### src/rtl/fifo_ptr_pkg.sv
// ----------------------------------------------------------------------------
// fifo_ptr_pkg
//
// Shared definitions for the FIFO pointer controller slice.
//   - clog2        : constant function used to size count and address ports.
//   - DEPTH_MIN/MAX: legal range of the DEPTH parameter, checked at elaboration.
// ----------------------------------------------------------------------------
package fifo_ptr_pkg;

   localparam int unsigned DEPTH_MIN = 2;
   localparam int unsigned DEPTH_MAX = 256;

   // Ceiling log2. The result is 0 for value <= 1. Callers only pass
   // DEPTH and DEPTH+1, both of which are >= 2, so every width is >= 1.
   function automatic int unsigned clog2(input int unsigned value);
      int unsigned result;
      result = 0;
      for (int i = 0; i < 32; i++) begin
         if ((64'd1 << i) < 64'(value)) begin
            result = i + 1;
         end
      end
      return result;
   endfunction

endpackage

### src/rtl/rise_strobe.sv
// ----------------------------------------------------------------------------
// rise_strobe
//
// Converts a level request into a single-cycle pulse on its rising edge.
// With FIFO_PTR_SYNC_EN defined, the input first passes through a 2-flop
// synchroniser, which adds two cycles of latency to the pulse.
//
// The history register and the synchroniser flops reset to 1. A request
// that is already high when reset is released is therefore treated as old
// and produces no pulse.
//
// Ports:
//   clk    in   system clock, posedge
//   rst_n  in   asynchronous active-low reset
//   sig    in   level request
//   pulse  out  one-cycle strobe, combinational from the (synchronised) level
//
// Configuration macro: FIFO_PTR_SYNC_EN (enables the input synchroniser).
// ----------------------------------------------------------------------------
module rise_strobe (
   input  logic clk,
   input  logic rst_n,
   input  logic sig,
   output logic pulse
);

   logic sig_s;
   logic hist_q;

`ifdef FIFO_PTR_SYNC_EN
   logic [1:0] sync_q;

   always_ff @(posedge clk or negedge rst_n) begin
      if (!rst_n) begin
         sync_q <= 2'b11;
      end else begin
         sync_q <= {sync_q[0], sig};
      end
   end

   assign sig_s = sync_q[1];
`else
   assign sig_s = sig;
`endif

   always_ff @(posedge clk or negedge rst_n) begin
      if (!rst_n) begin
         hist_q <= 1'b1;
      end else begin
         hist_q <= sig_s;
      end
   end

   assign pulse = sig_s & ~hist_q;

endmodule

### src/rtl/fifo_ptr_ctrl.sv
// ----------------------------------------------------------------------------
// fifo_ptr_ctrl
//
// Parametrised FIFO occupancy and pointer controller. It turns rising edges
// on the write/read triggers into accepted storage strobes. It tracks an
// occupancy of 0..DEPTH and maintains circular read/write addresses for RAM
// storage plus a tap index for shift-register storage.
//
// Parameters:
//   DEPTH      number of entries, 2..256, any value (not only powers of two)
//   AF_THRESH  almost_full asserts when count >= AF_THRESH, 1..DEPTH
//   CNT_W      derived width of count
//   ADDR_W     derived width of wr_addr/rd_addr/tap
//
// Ports:
//   clk          in   system clock, posedge
//   rst_n        in   asynchronous active-low reset
//   trig_write   in   write request, rising edge = one write
//   trig_read    in   read request, rising edge = one read
//   err_clr      in   synchronous clear of overflow/underflow
//   fifo_clk     out  one-cycle storage write enable per accepted write
//   rd_ack       out  one-cycle pulse per accepted read
//   count        out  current occupancy
//   tap          out  shift-register read index (count-1, 0 when empty)
//   wr_addr      out  next write slot
//   rd_addr      out  next read slot
//   empty        out  count == 0
//   full         out  count == DEPTH
//   almost_full  out  count >= AF_THRESH
//   overflow     out  sticky, a write was rejected
//   underflow    out  sticky, a read was rejected
//
// Configuration macro: FIFO_PTR_SYNC_EN. It adds a 2-flop synchroniser per
// trigger inside rise_strobe, which delays the strobes by 2 clk.
// ----------------------------------------------------------------------------
module fifo_ptr_ctrl
   import fifo_ptr_pkg::*;
#(
   parameter  int unsigned DEPTH     = 4,
   parameter  int unsigned AF_THRESH = 3,
   localparam int unsigned CNT_W     = clog2(DEPTH + 1),
   localparam int unsigned ADDR_W    = clog2(DEPTH)
) (
   input  logic              clk,
   input  logic              rst_n,
   input  logic              trig_write,
   input  logic              trig_read,
   input  logic              err_clr,
   output logic              fifo_clk,
   output logic              rd_ack,
   output logic [CNT_W-1:0]  count,
   output logic [ADDR_W-1:0] tap,
   output logic [ADDR_W-1:0] wr_addr,
   output logic [ADDR_W-1:0] rd_addr,
   output logic              empty,
   output logic              full,
   output logic              almost_full,
   output logic              overflow,
   output logic              underflow
);

   // -------------------------------------------------------------------------
   // Elaboration-time parameter checks
   // -------------------------------------------------------------------------
   if (DEPTH < DEPTH_MIN || DEPTH > DEPTH_MAX) begin : g_bad_depth
      $error("fifo_ptr_ctrl: DEPTH out of legal range");
   end
   if (AF_THRESH < 1 || AF_THRESH > DEPTH) begin : g_bad_af
      $error("fifo_ptr_ctrl: AF_THRESH out of legal range");
   end

   localparam logic [CNT_W-1:0]  CntDepth = CNT_W'(DEPTH);
   localparam logic [CNT_W-1:0]  CntAf    = CNT_W'(AF_THRESH);
   localparam logic [ADDR_W-1:0] AddrLast = ADDR_W'(DEPTH - 1);

   // -------------------------------------------------------------------------
   // Edge detection
   // -------------------------------------------------------------------------
   logic wr_req;
   logic rd_req;

   rise_strobe u_rise_wr (
      .clk   (clk),
      .rst_n (rst_n),
      .sig   (trig_write),
      .pulse (wr_req)
   );

   rise_strobe u_rise_rd (
      .clk   (clk),
      .rst_n (rst_n),
      .sig   (trig_read),
      .pulse (rd_req)
   );

   // -------------------------------------------------------------------------
   // State
   // -------------------------------------------------------------------------
   logic [CNT_W-1:0]  count_q,   count_d;
   logic [ADDR_W-1:0] wr_addr_q, wr_addr_d;
   logic [ADDR_W-1:0] rd_addr_q, rd_addr_d;
   logic              empty_q,   empty_d;
   logic              full_q,    full_d;
   logic              af_q,      af_d;
   logic              ovf_q,     ovf_d;
   logic              unf_q,     unf_d;
   logic              wr_acc;
   logic              rd_acc;

   // -------------------------------------------------------------------------
   // Acceptance and next state
   // -------------------------------------------------------------------------
   always_comb begin
      // A write at full is still taken when a read leaves in the same cycle.
      // Storage is read-before-write, so the slot is vacated in time.
      // A read at empty is never taken. A simultaneous write cannot supply
      // data in the same cycle.
      wr_acc = wr_req & (~full_q | rd_req);
      rd_acc = rd_req & ~empty_q;

      count_d = count_q;
      if (wr_acc && !rd_acc) begin
         count_d = count_q + CNT_W'(1);
      end else if (!wr_acc && rd_acc) begin
         count_d = count_q - CNT_W'(1);
      end

      // Explicit wrap so non-power-of-two depths stay in range.
      wr_addr_d = wr_addr_q;
      if (wr_acc) begin
         wr_addr_d = (wr_addr_q == AddrLast) ? '0 : wr_addr_q + ADDR_W'(1);
      end

      rd_addr_d = rd_addr_q;
      if (rd_acc) begin
         rd_addr_d = (rd_addr_q == AddrLast) ? '0 : rd_addr_q + ADDR_W'(1);
      end

      // Flags come from count_d so they change on the same edge as count.
      empty_d = (count_d == '0);
      full_d  = (count_d == CntDepth);
      af_d    = (count_d >= CntAf);

      // Set wins over a coincident clear.
      ovf_d = (ovf_q & ~err_clr) | (wr_req & ~wr_acc);
      unf_d = (unf_q & ~err_clr) | (rd_req & ~rd_acc);
   end

   always_ff @(posedge clk or negedge rst_n) begin
      if (!rst_n) begin
         count_q   <= '0;
         wr_addr_q <= '0;
         rd_addr_q <= '0;
         empty_q   <= 1'b1;
         full_q    <= 1'b0;
         af_q      <= 1'b0;
         ovf_q     <= 1'b0;
         unf_q     <= 1'b0;
      end else begin
         count_q   <= count_d;
         wr_addr_q <= wr_addr_d;
         rd_addr_q <= rd_addr_d;
         empty_q   <= empty_d;
         full_q    <= full_d;
         af_q      <= af_d;
         ovf_q     <= ovf_d;
         unf_q     <= unf_d;
      end
   end

   // -------------------------------------------------------------------------
   // Outputs
   // -------------------------------------------------------------------------
   assign fifo_clk    = wr_acc;
   assign rd_ack      = rd_acc;
   assign count       = count_q;
   assign wr_addr     = wr_addr_q;
   assign rd_addr     = rd_addr_q;
   assign empty       = empty_q;
   assign full        = full_q;
   assign almost_full = af_q;
   assign overflow    = ovf_q;
   assign underflow   = unf_q;

   // The newest entry of a shift register sits at index count-1.
   assign tap = empty_q ? '0 : ADDR_W'(count_q - CNT_W'(1));

endmodule

### config.mk
export PLATFORM = sky130hd
export DESIGN_NAME = fifo_ptr_ctrl
export DESIGN_NICKNAME = d
export VERILOG_FILES = /design/src/rtl/fifo_ptr_pkg.sv /design/src/rtl/rise_strobe.sv /design/src/rtl/fifo_ptr_ctrl.sv
export SDC_FILE = /design/constraint.sdc
export NUM_CORES = 1
export LEC_CHECK = 0
export CORE_MARGIN = 2
export CORE_UTILIZATION = 40
export CTS_CLUSTER_DIAMETER = 120
export DETAILED_ROUTE_END_ITERATION = 7
export PLACE_DENSITY = 0.72
export SLEW_MARGIN = 15
export SYNTH_ARGS = -nofsm -noshare
export SYNTH_HDL_FRONTEND = slang
export SYNTH_SLANG_ARGS = --single-unit
### constraint.sdc
create_clock -name clk -period 1.6 [get_ports clk]
set_input_delay 0.32 -clock clk [delete_from_list [all_inputs] [get_ports clk]]
set_output_delay 0.32 -clock clk [all_outputs]
set_load 0.005 [all_outputs]
; Word level (Yosys, flattened, before mapping)
; Cells that the tools add are included.
[totals]
register_bits = 14
wordCells = 46
in_bits = 5
[classes]
n_eq_ne = 3
n_mux = 5
order_cmp = 1
add_sub_neg = 4
n_reduce_logical = 5
bitwise = 18
[ops]
columns = cell, n
row1 = $and A1 B1 Y1, 8
row2 = $not A1 Y1, 7
row3 = $mux W2, 3
row4 = $mux W3, 2
row5 = $add A2 B1 Y2 const B, 2
row6 = $eq A2 B2 Y1 const B, 2
row7 = $add A3 B1 Y3 const B, 1
row8 = $eq A3 B3 Y1 const B, 1
row9 = $ge A3 B2 Y1 const B, 1
row10 = $logic_not A3 Y1, 1
row11 = $or A1 B1 Y1, 3
row12 = $sub A3 B1 Y3 const B, 1
row13 = $logic_and A1 B1 Y1, 2
row14 = $logic_not A1 Y1, 2

; Longest topological paths before layout
; Gate-level depths: netlist of the first run.
[depth]
ltp_word = 9
ltp_mapped = 6

; Hierarchy
; A second synthesis of the first run with hierarchy kept.
[hier_totals]
cells_unflattened = 66
area_unflattened_um2 = 742.0
[modules_own_cells]
columns = mod, cells_each, area_each_um2, instances, seq_area_each_um2
row1 = fifo_ptr_ctrl, 62, 661.9, 1, 301.5
row2 = rise_strobe, 2, 40.0, 2, 26.3

; Least setup slack after synthesis of the first run
; No wires, ideal clock.
[synth_path]
kind = register -> register
from = register empty_q, in the netlist empty
to = register full_q, in the netlist full
required_time_ps = 1522
path_buffers = 1
synth_period_minus_slack_ps = 1674
t_arrival_ps = 1596
setup_slack_ps = -74
path_stages_with_launch = 7
path_cell_list = dfstp_2 -> or3b_1 -> buf_6 -> clkinv_4 -> a31oi_1 -> a222oi_1 -> a21boi_1
[synth_between]
elab_chain_cells = 6
elab_cells_between_ends = 8
[synth_rtl]
columns = element, line_no
row1 = start: declaration, fifo_ptr_ctrl.sv:102  ; logic empty_q, empty_d;
row2 = start signal: assignment, fifo_ptr_ctrl.sv:163  ; empty_q <= empty_d;
row3 = $not A1 Y1 *, fifo_ptr_ctrl.sv:119  ; rd_acc = rd_req & ~empty_q;
row4 = $and A1 B1 Y1 *, fifo_ptr_ctrl.sv:119
row5 = named net rd_ack, fifo_ptr_ctrl.sv:50  ; output logic rd_ack,
row6 = $logic_and A1 B1 Y1 / $logic_not A1 Y1 (equally long branches), "fifo_ptr_ctrl.sv:124, fifo_ptr_ctrl.sv:122"
row7 = $mux W3 / $logic_and A1 B1 Y1 (equally long branches), "fifo_ptr_ctrl.sv:124, fifo_ptr_ctrl.sv:122"
row8 = $mux W3 *, fifo_ptr_ctrl.sv:122  ; if (wr_acc && !rd_acc) begin
row9 = named net count_d[2], fifo_ptr_ctrl.sv:99  ; logic [CNT_W-1:0] count_q, count_d;
row10 = $eq A3 B3 Y1 *, fifo_ptr_ctrl.sv:141  ; full_d = (count_d == CntDepth);
row11 = named net full_d, fifo_ptr_ctrl.sv:103  ; logic full_q, full_d;
row12 = end signal: assignment, fifo_ptr_ctrl.sv:164  ; full_q <= full_d;
row13 = end: declaration, fifo_ptr_ctrl.sv:103
; The timed path passes the listed nets; every way through them passes the cells marked *.
; A chain may end at the register's enable or synchronous reset.

; Worst setup path in the final report of the first run
[layout_path]
from = register u_rise_rd.hist_q
to = register af_q, in the netlist almost_full
[layout_between]
elab_chain_cells = 9
elab_cells_between_ends = 12
[layout_rtl]
columns = element, line_no
row1 = start: declaration, rise_strobe.sv:28  ; logic hist_q;
row2 = start signal: assignment, rise_strobe.sv:50  ; hist_q <= sig_s;
row3 = $not A1 Y1 *, rise_strobe.sv:54  ; assign pulse = sig_s & ~hist_q;
row4 = $and A1 B1 Y1 *, rise_strobe.sv:54
row5 = $or A1 B1 Y1, fifo_ptr_ctrl.sv:118  ; wr_acc = wr_req & (~full_q | rd_req);
row6 = $and A1 B1 Y1, fifo_ptr_ctrl.sv:118
row7 = $logic_not A1 Y1, fifo_ptr_ctrl.sv:124  ; end else if (!wr_acc && rd_acc) begin
row8 = $logic_and A1 B1 Y1, fifo_ptr_ctrl.sv:124
row9 = $mux W3, fifo_ptr_ctrl.sv:124
row10 = $mux W3 *, fifo_ptr_ctrl.sv:122
row11 = named net count_d[2], fifo_ptr_ctrl.sv:99
row12 = $ge A3 B2 Y1 *, fifo_ptr_ctrl.sv:142  ; af_d = (count_d >= CntAf);
row13 = named net af_d, fifo_ptr_ctrl.sv:104  ; logic af_q, af_d;
row14 = end signal: assignment, fifo_ptr_ctrl.sv:156  ; af_q <= 1'b0;
row15 = end signal: assignment, fifo_ptr_ctrl.sv:165  ; af_q <= af_d;
row16 = end: declaration, fifo_ptr_ctrl.sv:104
; Marks and branches as above.

==> metrics, run 1 <==
status complete, but fails checks; failing checks negative setup slack; unrepaired setup endpoints after global routing true; Register-to-Register Path Depth 6; 1st-iter DRT viols 9; Final Hold Vio Count 0; Setup crit end kind register; Worst Hold Class input port to async pin; post-synth top area share 0.3929; IO buf count 20; row cnt 15; H-Tree Depth 1; RD Place Congestion 0.9158; PD cells 1794 nW/um2; initial antenna violation count 0; largest net degree at the start of global routing 15; RR Endpoint almost_full$_DFF_PN0_; DRT Wirelength 1947 um; clock sinks 14; FMAX ~0.58 GHz; Area contributors post-synth dfrtp_1 39%, dfstp_2 11%, ha_1 7.1%, mux2_2 3.2%, nand2_1 3.2%; CP Class register to register; sequential-to-total area share from yosys stat 0.5054; DR vias 691; DR WL/cell 14.98 um; drt via density 5.315; area grow syn2layout 71.79%; GR peak layer met2; met1 Resource Use GR 0.2438; antenna viol nets, final 0; maximum VDD drop around 1100 uV; Post-Syn Area per Cell 10.95 um2; r2r setup slk -140 ps; CP max FO 4; Req. time, crit path 1790 ps; DP Cell Count 119; root cell of the clock tree clkbuf_4; die area 2103 um2; Hold WS approximately 320 ps; Max Cap Violations 0; synthesized cell area 700.7 um2; clk_skew ~12 ps; fraction of layout cells with a size suffix above 1 0.4602; Core ar. about 1700 um2; drt pass-1 iters 4; grt met3 use 0.02778; worst r2r src u_rise_rd.hist_q$_DFF_PN1_; CTS Buf Count 3; final std cells w/o fill 130; Leak 0.5763 nW; vias in the first global route 640; Synthesized Nets 73; final worst setup slack -138.2 ps; grt ovf 0; Final nets about 120; yosys synthesis warning count 0; Final setup viols 6; Total GRT Usage 0.1930; Worst-path clk slew 90 ps; Synth Register Bits 14; Detailed Place HPWL about 1300 um; Slew Limit Fails 0; clock latency on the worst-skew pair roughly 300 ps; # hold bufs at CTS 0; Tmin final 1738 ps; clock buffer depth 2; DR DRC count 0; worst slew pin tran between 200 and 300 ps; first-pass GRT wire length roughly 2800 um; initial core utilization 0.4148; Worst setup SP type register; CP Launch Point u_rise_rd.hist_q$_DFF_PN1_; Die X 45.86 um; count of different cell masters after synthesis 31; TritonCTS clock tree yes; Synth area leader dfrtp_1; Vert. Die Dim 45.86 um; met2 usage 0.3139; Worst Path Arrival 1930 ps; Syn Inst Count 64; Slew HR 0.8221; Setup WS pre-CTS -588.3 ps; Inserted Diodes 0; IO Count 21; final worst path period share 1.086; fillers 120
[worst max path at each step]
stage	endpoint
finish	almost_full$_DFF_PN0_
global route	almost_full$_DFF_PN0_
CTS	full$_DFF_PN0_
detailed placement	rd_ack
global placement	rd_ack
floorplan	full$_DFF_PN0_
[placed cells by master (no fill, tap or decap), drive strengths merged, types with 2 or more instances in the layout]
| cell type | n |
|---|---|
| a21oi | 2 |
| a31oi | 2 |
| and2b | 2 |
| buf | 29 |
| clkbuf | 4 |
| clkdlybuf4s50 | 11 |
| dfrtp | 11 |
| dfstp | 3 |
| dlygate4sd2 | 4 |
| dlymetal6s2s | 2 |
| ha | 4 |
| inv | 5 |
| mux2 | 2 |
| nand2 | 6 |
| nor2 | 5 |
| nor3 | 2 |
[logic make-up (layout without fill, tap and decap cells)]
family / after synthesis / after routing / share of synthesized area
compound gates: 15 / 15 / 0.1625
xor+xnor: 1 / 1 / 0.01250
fa+ha+maj: 4 / 4 / 0.07143
buf+inv: 7 / 56 / 0.05536
flops: 14 / 14 / 0.5054
mux: 3 / 3 / 0.04643
simple gates: 20 / 20 / 0.1464
[power by group]
part	total [W]	switching [W]	internal (W)
logic	0.00130	0.000523	0.000772
registers	0.000600	0.000103	0.000497
clock network	0.000264	0.000125	0.000139
total	0.00216	0.000751	0.00141
[worst max-delay path, cell delays in order, from the launching register on]
cell and delay, ps:
dfstp_2 540, and2b_1 200, buf_4 150, o2111ai_1 170, a222oi_1 110, buf_4 160
a221o_2 290
[registers in the layout, indices dropped and copies added, names as in the netlist]
signal            cells
almost_full           1
count                 3
empty                 1
full                  1
overflow              1
rd_addr               2
u_rise_rd.hist_q      1
u_rise_wr.hist_q      1
underflow             1
wr_addr               2
[metrics by stage]
stage,instance area [um2],total power [W],TNS [ps],util
finish,1204,0.002159,-548.6,0.7126
global route,1204,0.002314,-907.6,0.7126
CTS,1139,0.002041,-581.0,0.6741
detailed placement,1054,0.001735,-4440,0.6237
global placement,1054,0.001698,-4364,0.6237
floorplan,700.7,0.001049,-136.3,-
[repair_timing]
action                     in CTS  in global routing
setup endpoints to repair      12                 14
gates resized for setup        23                 13
pin swaps                       5                  5
buffers inserted                6                  2
[final cells by class]
cell class	count	area (um2)	share of cell area
multi-input cells	43	359.1	0.2983
inverters	6	27.53	0.02287
repair buffers	46	405.4	0.3368
flip-flops and latches	14	354.1	0.2942
well taps	17	21.27	0.01767
clock buffers	4	36.28	0.03015
[synth_stat cells]
library cell	instances
nor2_1	5
o211ai_1	1
a21o_2	1
o32ai_1	1
o21ai_0	1
a21boi_1	1
a221o_2	1
o2111ai_1	1
and2b_1	2
clkinv_4	1
or3b_1	1
or2b_2	1
xnor2_1	1
nor3_1	2
mux2_2	2
a31oi_1	2
and2_1	1
a222oi_1	1
inv_1	5
nand2_1	6
buf_6	1
dfrtp_1	11
and3_1	1
nand4_1	1
ha_1	4
a211oi_1	1
a21oi_1	2
mux2i_1	1
o21a_1	1
dfstp_2	3
a32oi_1	1
[layer usage]
layer  vias up  share of wire
li1        329              -
met1       326           0.44
met2        29           0.48
met3         7          0.047
met4         0          0.030
met5         -              0
Note: power is estimated with default switching activity, not from simulation.
==> inputs of run 2 (changes only) <==
Settings changed: SKIP_CTS_REPAIR_TIMING from default to 1.
==> run 2 against run 1 <==
The flow still finishes with violations (negative setup slack); setup slack lost 8.9 ps; sequential power grew 0.7%; clock skew shrank 4.1 ps; non-clock buffer count is the same.
==> metrics, run 2 (same netlist as run 1, synthesis figures left out) <==
placed cell area 1054 um2; DR DRC count 0; Crit path largest cell delay ~440 ps; area grow syn2layout 74.11%; Core ar. 1689 um2; CP Class register to register; clock buffer depth 2; Final nets 123; antenna viol nets, final 0; Sequential Power Share 0.288; Max Cap Violations 0; internal power 0.001374 W; clock latency on the worst-skew pair 290 ps; Final setup viols 6; drt via density 5.215; maximum VDD drop 991.5 uV; max FFs per register 3; final worst path period share 1.092; Worst Path Arrival just under 2000 ps; Slew Limit Fails 0; failing checks negative setup slack; fraction of layout cells with a size suffix above 1 0.4425; IO buf count 20; FMAX between 0.5 and 0.6 GHz; Setup WS pre-CTS -588.3 ps; DRT Wirelength approximately 1900 um; RD Place Congestion 0.9158; CTS Buf Count 3; DP Cell Count 119; row cnt 15; Slew HR 0.7866; hold path cells 2; hold path start trig_read; initial core utilization 0.4148; Final Hold Vio Count 0; worst r2r src u_rise_rd.hist_q$_DFF_PN1_; worst-path cell chain or3b_4 > clkinv_4 > a31oi_4 > a222oi_1 > buf_4 > a21boi_2; first-pass GRT wire length 2753 um; Worst setup SP type register; Register-to-Register Path Depth 6; IO Count 21; worst hold path endpoint u_rise_rd.hist_q$_DFF_PN1_; root cell of the clock tree clkbuf_4; Psw around 0.00073 W; H-Tree Depth 1; die area 2103 um2; r2r setup slk -150 ps; commonest non-fill, non-tap cell in the layout buf_4; Total GRT Usage 0.1889; Worst Hold Class input port to register; worst slew pin tran 320.1 ps; Vert. Die Dim 45.86 um; most frequent cells in the layout 23 x buf_4, 12 x clkdlybuf4s50_1, 10 x dfrtp_1, 6 x nand2_1, 6 x dlymetal6s2s_1; Worst-path clk slew 90 ps; TritonCTS clock tree yes; final worst setup slack -147.1 ps; final std cells w/o fill 130; Setup crit end kind register; RR Endpoint full$_DFF_PN0_; initial antenna violation count 0; clk_skew 7.687 ps; Detailed Place HPWL 1300 um; slowest library cell on the worst path or3b_4; DR WL/cell 14.87 um; CP max FO 5; DR vias 678; clock sinks 14; Leak 0.6153 nW; Inserted Diodes 0; drt pass-1 iters 4; status complete, but fails checks; Clock power frac 0.123; unrepaired setup endpoints after global routing true; grt ovf 0; Core Util, Final 0.7222; Comb pwr share 0.590; vias in the first global route 609; CP Launch Point u_rise_rd.hist_q$_DFF_PN1_; setup TNS -708.6 ps; Final Cell Area 1220 um2; 1st-iter DRT viols 12; switching part of the total power 0.3460; fillers roughly 120; Die X roughly 46 um; PD cells 1722 nW/um2; largest net degree at the start of global routing 15; Tmin final 1747 ps; Req. time, crit path 1820 ps
run 2: changes by cell type in the layout (fill, tap and decap cells not counted), moves of 2 or more:
cell / delta
dlymetal6s2s_1: +4
buf_2: -2
buf_6: -2
buf_4: +2
dlygate4sd2_1: -4
run 2: how the worst max path moves through the flow:
stage / end / slack, ps / cells after the start
after floorplan: full$_DFF_PN0_ / -70 / 6
after global placement: rd_ack / -580 / 4
after detailed placement: rd_ack / -590 / 4
after CTS: rd_ack / -600 / 4
after global routing: full$_DFF_PN0_ / -230 / 6
final: full$_DFF_PN0_ / -150 / 6
run 2: through the flow:
| stage | total power, W | hold WS, ps |
|---|---|---|
| after floorplan | 0.001049 | 24.41 |
| after global placement | 0.001698 | 485.8 |
| after detailed placement | 0.001735 | 508.1 |
| after CTS | 0.002001 | 335.7 |
| after global routing | 0.002257 | 297.4 |
| final | 0.002101 | 288.4 |
run 2: routing by layer:
| layer | up-vias | global-route usage | routed length, um |
|---|---|---|---|
| met4 | 0 | 0.1029 | 14 |
| met2 | 19 | 0.2917 | 975 |
| met1 | 330 | 0.2488 | 837 |
| met5 | - | 0 | 0 |
| li1 | 327 | - | - |
| met3 | 2 | 0.03175 | 106 |
run 2: power by group through the flow:
stage	clock (W)	sequential [W]	combinational, W
finish	0.000258	0.000604	0.00124
global route	0.000278	0.000627	0.00135
CTS	0.000264	0.000591	0.00115
detailed placement	0	0.000597	0.00114
global placement	0	0.000587	0.00111
floorplan	0	0.000621	0.000428
run 2: cell type report:
type                       count  area, um2  area share
clock buffer                   4      36.28     0.02974
tap                           17      21.27     0.01744
sequential                    14      355.3      0.2913
multi-input combinational     43      361.6      0.2964
timing repair buffer          46      417.9      0.3426
inverter                       6      27.53     0.02256
run 2: critical path, delay by kind of cell, from the launching register on:
family	cells	cell delay, ps
AOI/OAI and AO/OA	3	580
buffers and inverters	2	280
DFF	1	380
and+or+nand+nor	1	440
==> inputs of run 3 (changes only) <==
Settings changed: CAP_MARGIN from default to 0.
==> results of run 3 <==
Same layout as run 2: the final DEF is identical, and so are final timing and power.
